File: config.mk
export PLATFORM = sky130hd
export DESIGN_NAME = wb_core_master
export DESIGN_NICKNAME = d
export VERILOG_FILES = /design/src/rtl/wb_core_master.sv
export SDC_FILE = /design/constraint.sdc
export NUM_CORES = 1
export LEC_CHECK = 0
export ABC_AREA = 0
export BUFFER_PORTS_ARGS = -buffer_cell sky130_fd_sc_hd__buf_4
export CORE_UTILIZATION = 49
export DETAILED_ROUTE_END_ITERATION = 7
export PLACE_DENSITY_LB_ADDON = 0.08
export SETUP_SLACK_MARGIN = 0.02
export SYNTH_ARGS = -nofsm -noshare
export SYNTH_HDL_FRONTEND = slang
export SYNTH_SLANG_ARGS = --single-unit
File: constraint.sdc
create_clock -name clk -period 4.78 [get_ports clk]
set_input_delay 0.478 -clock clk [delete_from_list [all_inputs] [get_ports clk]]
set_output_delay 0.478 -clock clk [all_outputs]
set_load 0.02 [all_outputs]
File: src/rtl/wb_core_master.sv
// Wishbone classic single-transfer master: turns one valid/ready core request into one
// Wishbone cycle and returns read data, or a timeout error, on a valid/ready response channel.
module wb_core_master #(
  parameter int DATA_WIDTH     = 32,
  parameter int ADDR_WIDTH     = 10,
  parameter int TIMEOUT_CYCLES = 16
) (
  input  logic                  clk,
  input  logic                  rst,
  input  logic                  req_valid_i,
  output logic                  req_ready_o,
  input  logic                  req_we_i,
  input  logic [ADDR_WIDTH-1:0] req_addr_i,
  input  logic [DATA_WIDTH-1:0] req_wdata_i,
  output logic                  rsp_valid_o,
  input  logic                  rsp_ready_i,
  output logic [DATA_WIDTH-1:0] rsp_rdata_o,
  output logic                  rsp_err_o,
  output logic [ADDR_WIDTH-1:0] wb_adr_o,
  output logic [DATA_WIDTH-1:0] wb_dat_o,
  output logic                  wb_we_o,
  output logic                  wb_stb_o,
  output logic                  wb_cyc_o,
  input  logic [DATA_WIDTH-1:0] wb_dat_i,
  input  logic                  wb_ack_i
);

  // A zero timeout still needs a one-bit counter so the declaration stays legal.
  localparam int CW       = (TIMEOUT_CYCLES > 0) ? $clog2(TIMEOUT_CYCLES + 1) : 1;
  localparam int LAST_INT = (TIMEOUT_CYCLES > 0) ? TIMEOUT_CYCLES - 1 : 0;
  localparam logic [CW-1:0] CNT_LAST = LAST_INT[CW-1:0];
  localparam logic [CW-1:0] CNT_MAX  = '1;

  localparam logic [1:0] S_IDLE = 2'd0;
  localparam logic [1:0] S_BUS  = 2'd1;
  localparam logic [1:0] S_RESP = 2'd2;

  logic [1:0]    state;
  logic [CW-1:0] cnt;
  logic          timeout_hit;

  // NOTE: every variable assigned in always_comb gets a default first, so no latch is inferred.
  always_comb begin
    timeout_hit = 1'b0;
    if (TIMEOUT_CYCLES != 0) timeout_hit = (cnt == CNT_LAST);
  end

  // Ready is gated by reset so no request is taken while the bridge is held in reset.
  assign req_ready_o = (state == S_IDLE) && !rst;

  // NOTE: sequential state uses non-blocking assignments so all registers update together.
  always_ff @(posedge clk or posedge rst) begin
    if (rst) begin
      state       <= S_IDLE;
      cnt         <= '0;
      wb_adr_o    <= '0;
      wb_dat_o    <= '0;
      wb_we_o     <= 1'b0;
      wb_stb_o    <= 1'b0;
      wb_cyc_o    <= 1'b0;
      rsp_valid_o <= 1'b0;
      rsp_rdata_o <= '0;
      rsp_err_o   <= 1'b0;
    end else begin
      case (state)
        S_IDLE: begin
          if (req_valid_i) begin
            wb_adr_o <= req_addr_i;
            wb_dat_o <= req_wdata_i;
            wb_we_o  <= req_we_i;
            wb_stb_o <= 1'b1;
            wb_cyc_o <= 1'b1;
            cnt      <= '0;
            state    <= S_BUS;
          end
        end

        S_BUS: begin
          if (wb_ack_i) begin
            // Ack takes priority over a timeout landing in the same cycle.
            wb_stb_o    <= 1'b0;
            wb_cyc_o    <= 1'b0;
            rsp_rdata_o <= wb_we_o ? '0 : wb_dat_i;
            rsp_err_o   <= 1'b0;
            rsp_valid_o <= 1'b1;
            state       <= S_RESP;
          end else if (timeout_hit) begin
            wb_stb_o    <= 1'b0;
            wb_cyc_o    <= 1'b0;
            rsp_rdata_o <= '0;
            rsp_err_o   <= 1'b1;
            rsp_valid_o <= 1'b1;
            state       <= S_RESP;
          end else if (cnt != CNT_MAX) begin
            cnt <= cnt + 1'b1;
          end
        end

        S_RESP: begin
          if (rsp_ready_i) begin
            rsp_valid_o <= 1'b0;
            state       <= S_IDLE;
          end
        end

        default: begin
          wb_stb_o    <= 1'b0;
          wb_cyc_o    <= 1'b0;
          rsp_valid_o <= 1'b0;
          state       <= S_IDLE;
        end
      endcase
    end
  end

endmodule

======== After elaboration in Yosys (flattened, before gate mapping) ========
Cells that the tools add are included.
operators by class
  bitwise operators ....................... 2
  add/subtract/negate cells ............... 1
  reductions and logical operators ........ 11
  equal/unequal tests ..................... 10
  muxes and demuxes ....................... 22
operator list
  kind                 count
  $mux 32              3
  $mux 5               4
  $ne 2x2->1 const B   5
  $pmux 5 s2           1
  $reduce_and 3->1     3
  $mux 2               4
  $mux 1               7
  $pmux 1 s3           2
  $pmux 2 s3           1
  $add 5x1->5 const B  1
  $eq 5x4->1 const B   1
  $ne 5x5->1 const B   1
  $reduce_and 5->1     1
  $reduce_and 2->1     2
  $reduce_bool 2->1    2
  $ne 3x3->1 const B   1
  $eq 2x1->1 const B   1
  $eq 2x2->1 const B   1
  $logic_not 2->1      1
  $not 1->1            2
  $logic_and 1x1->1    1
  $logic_not 1->1      1
word-level totals
  bits in registers ....................... 85
  input port bits ......................... 80
  output and inout port bits .............. 80
  logic and storage cells ................. 55

======== Depth between registers and ports, before layout ========
  depth after elaboration ................. 5
  depth in mapped cells ................... 8
  gate-level depth less buffers ........... 7

======== Least setup slack after synthesis ========
No wires, ideal clock.
  path type ............................... register to register
  from .................................... reg cnt[0]
  to ...................................... reg cnt[4]
  setup slack ............................. 2.724 ns
  buffers on the path ..................... 0
  period minus slack after synthesis ...... 2.056 ns
  cell stages (with the launch flop) ...... 8
  arrival time ............................ 1.931 ns
  data required time ...................... 4.655 ns
  library setup time ...................... 0.125 ns
  cells stage by stage .................... dfrtp_1 -> ha_1 -> inv_1 -> nor3_1 -> ha_1 -> or4b_4 -> a21oi_4 -> mux2_2
on the way
  word-level cells in the longest chain between the ends .. 5
  elaborated cells on any way between the ends .. 10
  those cells by class .................... 1 x add/sub; 4 x eq/ne; 4 x mux; 1 x reduce/logical
RTL lines
  item                    RTL line  text
  start, declared         39        logic [CW-1:0] cnt;
  start signal, assigned  95        cnt <= cnt + 1'b1;
  $add 5x1->5             95
  $mux 5                  94        end else if (cnt != CNT_MAX) begin
  $mux 5                  87        end else if (timeout_hit) begin
  $mux 5                  79        if (wb_ack_i) begin
  $pmux 5 s2              65        case (state)
Parallel ways exist; a longest one is shown, timed or not. The select of a mux whose other input is x is not followed.
A chain may end at the register's enable or synchronous reset.

======== Worst setup path after layout ========
  from .................................... reg cnt[0]
  to ...................................... reg rsp_rdata_o[24]
on the way
  word-level cells in the longest chain between the ends .. 3
RTL lines
  item                         RTL line  text
  $eq 5x4->1                   45        if (TIMEOUT_CYCLES != 0) timeout_hit = (cnt == CNT_LAST);
  $reduce_bool 2->1 (no line)  n/a
  $reduce_and 2->1 (no line)   n/a
  end signal, assigned         83        rsp_rdata_o <= wb_we_o ? '0 : wb_dat_i;
  end, declared                17        output logic [DATA_WIDTH-1:0] rsp_rdata_o,
No other way between the ends.

==> flow_summary_export.csv <==
group,metric,value,unit
outcome,run_status,"complete, but fails checks",
outcome,failed_checks,"DRC",
sta,setup_violations,0,
yosys,syn_avg_cell_area,15.1,um2
clocking,clock_tree.buffer_depth,2,
yosys,seq_area_frac_synth,64.4,%
clocking,clock_tree.root_cell,"sky130_fd_sc_hd__clkbuf_8",
floorplanning,floorplan.initialDensity,51.5,%
hold_path,hold_path.class,"in2async",
global_routing,grt_start_max_net_pins,44,
setup_path,critPathKind,"reg2reg",
global_routing,wire_length_of_the_first_global_routing_pass,11.5,mm
global_routing,global_route.usage.total,21.2,%
place,port-buffer-count,159,
floorplanning,die-area,0.00708,mm2
final_layout,area_growth_syn_to_layout,43.2,%
run,maxCapViolations,0,
final_layout,fill_cells,451,
clocking,clock_latency,0.35,ns
setup_path,crit_fanout,33,
sta,final-max-slew-violation-count,0,
clocking,cts.sink_count,85,
final_layout,num_antenna_cells,0,
detailed_routing,route.vias.total,2404,
power,total_power,3.21,mW
global_routing,first_global_vias,2361,
floorplanning,io_pins,160,
detailed_routing,drt.antenna.violating_nets,0,
detailed_routing,post_drt_via_cell_ratio,5.24,
setup_path,critical_path.endpoint_type,"flop",
sta,tightestPinTransition,1.22,ns
floorplanning,row_count,29,
detailed_routing,totalWireLength,7.05,mm
sta,min_period_over_period,53.4,%
clocking,tritoncts_clock_tree,"built",
power,power_per_cell_area,679,mW/mm2
detailed_routing,avgRoutedWirePerCell,15.4,um
detailed_routing,firstDrtPassIters,6,
clocking,h-tree-depth,3,
yosys,synth-warning-count,0,
setup_path,worst_ep_arrival_time,2.78,ns
floorplanning,die_height,84.1,um
sta,totalNegativeSetupSlack,0,ns
yosys,ys_ff_latch,85,
place,place_congestion,0.758,
floorplanning,fp.coreArea,0.00642,mm2
floorplanning,chipWidth,84.1,um
sta,setup_repair_after_global_routing_missed_its_margin,"false",
clocking,cts.hold.buffers_added,0,
detailed_routing,drc,20,
sta,slew-limit-headroom,18.4,%
power,irDropWorstVdd,0.335,mV
place,place_hpwl,5.06,mm
yosys,syn-cell-area,0.00330,mm2
setup_path,cp_data_required_time,5.01,ns
global_routing,grt_overflow_total,0,
final_layout,drive_above_1_share,58.1,%
sta,fin_skew,0.00877,ns
yosys,net_count_after_synthesis,302,
setup_path,crit_path_start_kind,"flop",
power,leakage,2.34,nW
detailed_routing,first_iter_violations,127,
sta,finalWorstPathRequiredPeriod,2.55,ns
global_routing,grt_antenna_before_repair,0,
yosys,syn_inst,219,
clocking,cts-resized-gates,0,
sta,hold_viol,0,
clocking,postCtsSetupBuffers,0,
final_layout,nets,461,
clocking,cts-buffers-inserted,9,
sta,fmaxAchievable,392,MHz
clocking,path_clk_slew,0.08,ns
yosys,netlist-cell-type-count,28,
-- worst max-delay path, cell delays in order, from the launching register on --
cell                      delay [ns]
sky130_fd_sc_hd__dfrtp_1        0.39
sky130_fd_sc_hd__ha_1           0.17
sky130_fd_sc_hd__inv_1          0.05
sky130_fd_sc_hd__nor3_1         0.25
sky130_fd_sc_hd__ha_1           0.25
sky130_fd_sc_hd__or2_2          0.17
sky130_fd_sc_hd__nand2_1        0.65
sky130_fd_sc_hd__a22o_1         0.50
-- logic make-up after synthesis --
logic type	share of synthesized area, %
fa+ha+maj	1.14
buf+inv	3.86
simple gates	3.90
compound gates	11.1
mux	15.6
flops	64.4
-- worst paths after layout --
check / cells past startpoint / start / slack [ns] / endpoint
worst max register to register: 7 / cnt[0] / 2.23 / rsp_rdata_o[24]
max in group asynchronous: 3 / rst / 3.57 / cnt[2]
worst max-delay path: 7 / cnt[0] / 2.23 / rsp_rdata_o[24]
worst min-delay path: 2 / rst / 0.23 / wb_dat_o[21]
worst min register to register: 1 / wb_dat_o[0] / 0.50 / wb_dat_o[0]
min in group clk: 2 / wb_dat_i[5] / 0.34 / rsp_rdata_o[5]
-- cell type report --
| type | count | area, um2 | share of cell area (%) |
|---|---|---|---|
| clock buffers | 11 | 141 | 2.99 |
| inverters | 8 | 31.3 | 0.661 |
| multi-input cells | 113 | 1060 | 22.3 |
| well taps | 77 | 96.3 | 2.04 |
| flip-flops and latches | 85 | 2130 | 44.9 |
| repair buffers | 161 | 1210 | 25.5 |
| clock inverters | 4 | 72.6 | 1.53 |
-- synthesized netlist by cell type (all sizes together) --
library cell	n	area, um2
o21ai	1	5.00
nor3b	2	31.3
or3	1	6.26
dfrtp	85	2130
and2b	1	7.51
o22ai	2	12.5
buf	13	97.6
nor3	2	10.0
a22o	32	280
ha	3	37.5
a21oi	5	36.3
nor2	2	7.51
nand2b	3	18.8
mux2i	2	20.0
nand2	6	22.5
nand3	1	5.00
or2	1	6.26
mux2	44	495
or4b	1	13.8
o21bai	1	7.51
a221oi	2	17.5
inv	8	30.0
o32ai	1	8.76
-- power breakdown --
| part | switching [mW] | total, mW | internal (mW) |
|---|---|---|---|
| registers | 0.193 | 1.22 | 1.03 |
| clock network | 0.238 | 0.543 | 0.305 |
| logic | 0.731 | 1.45 | 0.722 |
| total | 1.16 | 3.21 | 2.05 |
-- cell usage in the layout, fill, tap and decap left out, drive strengths merged --
| cell type | synthesis | final |
|---|---|---|
| dfrtp | 85 | 85 |
| clkbuf | 0 | 11 |
| nor3b | 2 | 2 |
| nor3 | 2 | 2 |
| a21oi | 5 | 5 |
| buf | 13 | 161 |
| nand2 | 6 | 6 |
| nor2 | 2 | 2 |
| clkinvlp | 0 | 1 |
| mux2 | 44 | 44 |
| ha | 3 | 3 |
| nand3 | 1 | 1 |
| nand2b | 3 | 3 |
| o21bai | 1 | 1 |
| bufinv | 0 | 2 |
| o21ai | 1 | 1 |
| mux2i | 2 | 2 |
| o22ai | 2 | 2 |
| o32ai | 1 | 1 |
| clkinv | 0 | 2 |
| a221oi | 2 | 2 |
| or4b | 1 | 1 |
| and2b | 1 | 1 |
| or3 | 1 | 1 |
| inv | 8 | 7 |
| or2 | 1 | 1 |
| a22o | 32 | 32 |
-- flip-flops by register name (all words and copies together), names as in the netlist --
register,count
wb_cyc_o,1
rsp_valid_o,1
wb_we_o,1
rsp_err_o,1
rsp_rdata_o,32
wb_dat_o,32
cnt,5
state,2
wb_adr_o,10
-- layer usage --
| metal | global-route usage, % | up-vias | routed length (um) |
|---|---|---|---|
| li1 | - | 1110 | - |
| met5 | 0 | - | 0 |
| met2 | 32.8 | 104 | 3360 |
| met4 | 10.3 | 0 | 192 |
| met1 | 27.5 | 1174 | 3010 |
| met3 | 6.13 | 16 | 494 |
-- stage by stage --
step / utilization [%] / setup WS (ns) / area (um2) / hold slack (ns) / cells
final: 73.7 / 2.23 / 4730 / 0.228 / 459
after CTS: 73.7 / 2.23 / 4730 / 0.241 / 459
after global placement: 70.4 / 2.40 / 4520 / 0.475 / 444
after detailed placement: 70.4 / 2.30 / 4520 / 0.479 / 444
after floorplan: - / 2.11 / 3300 / 0.478 / 219
after global routing: 73.7 / 2.00 / 4730 / 0.262 / 459
(Power assumes the default switching activity.)
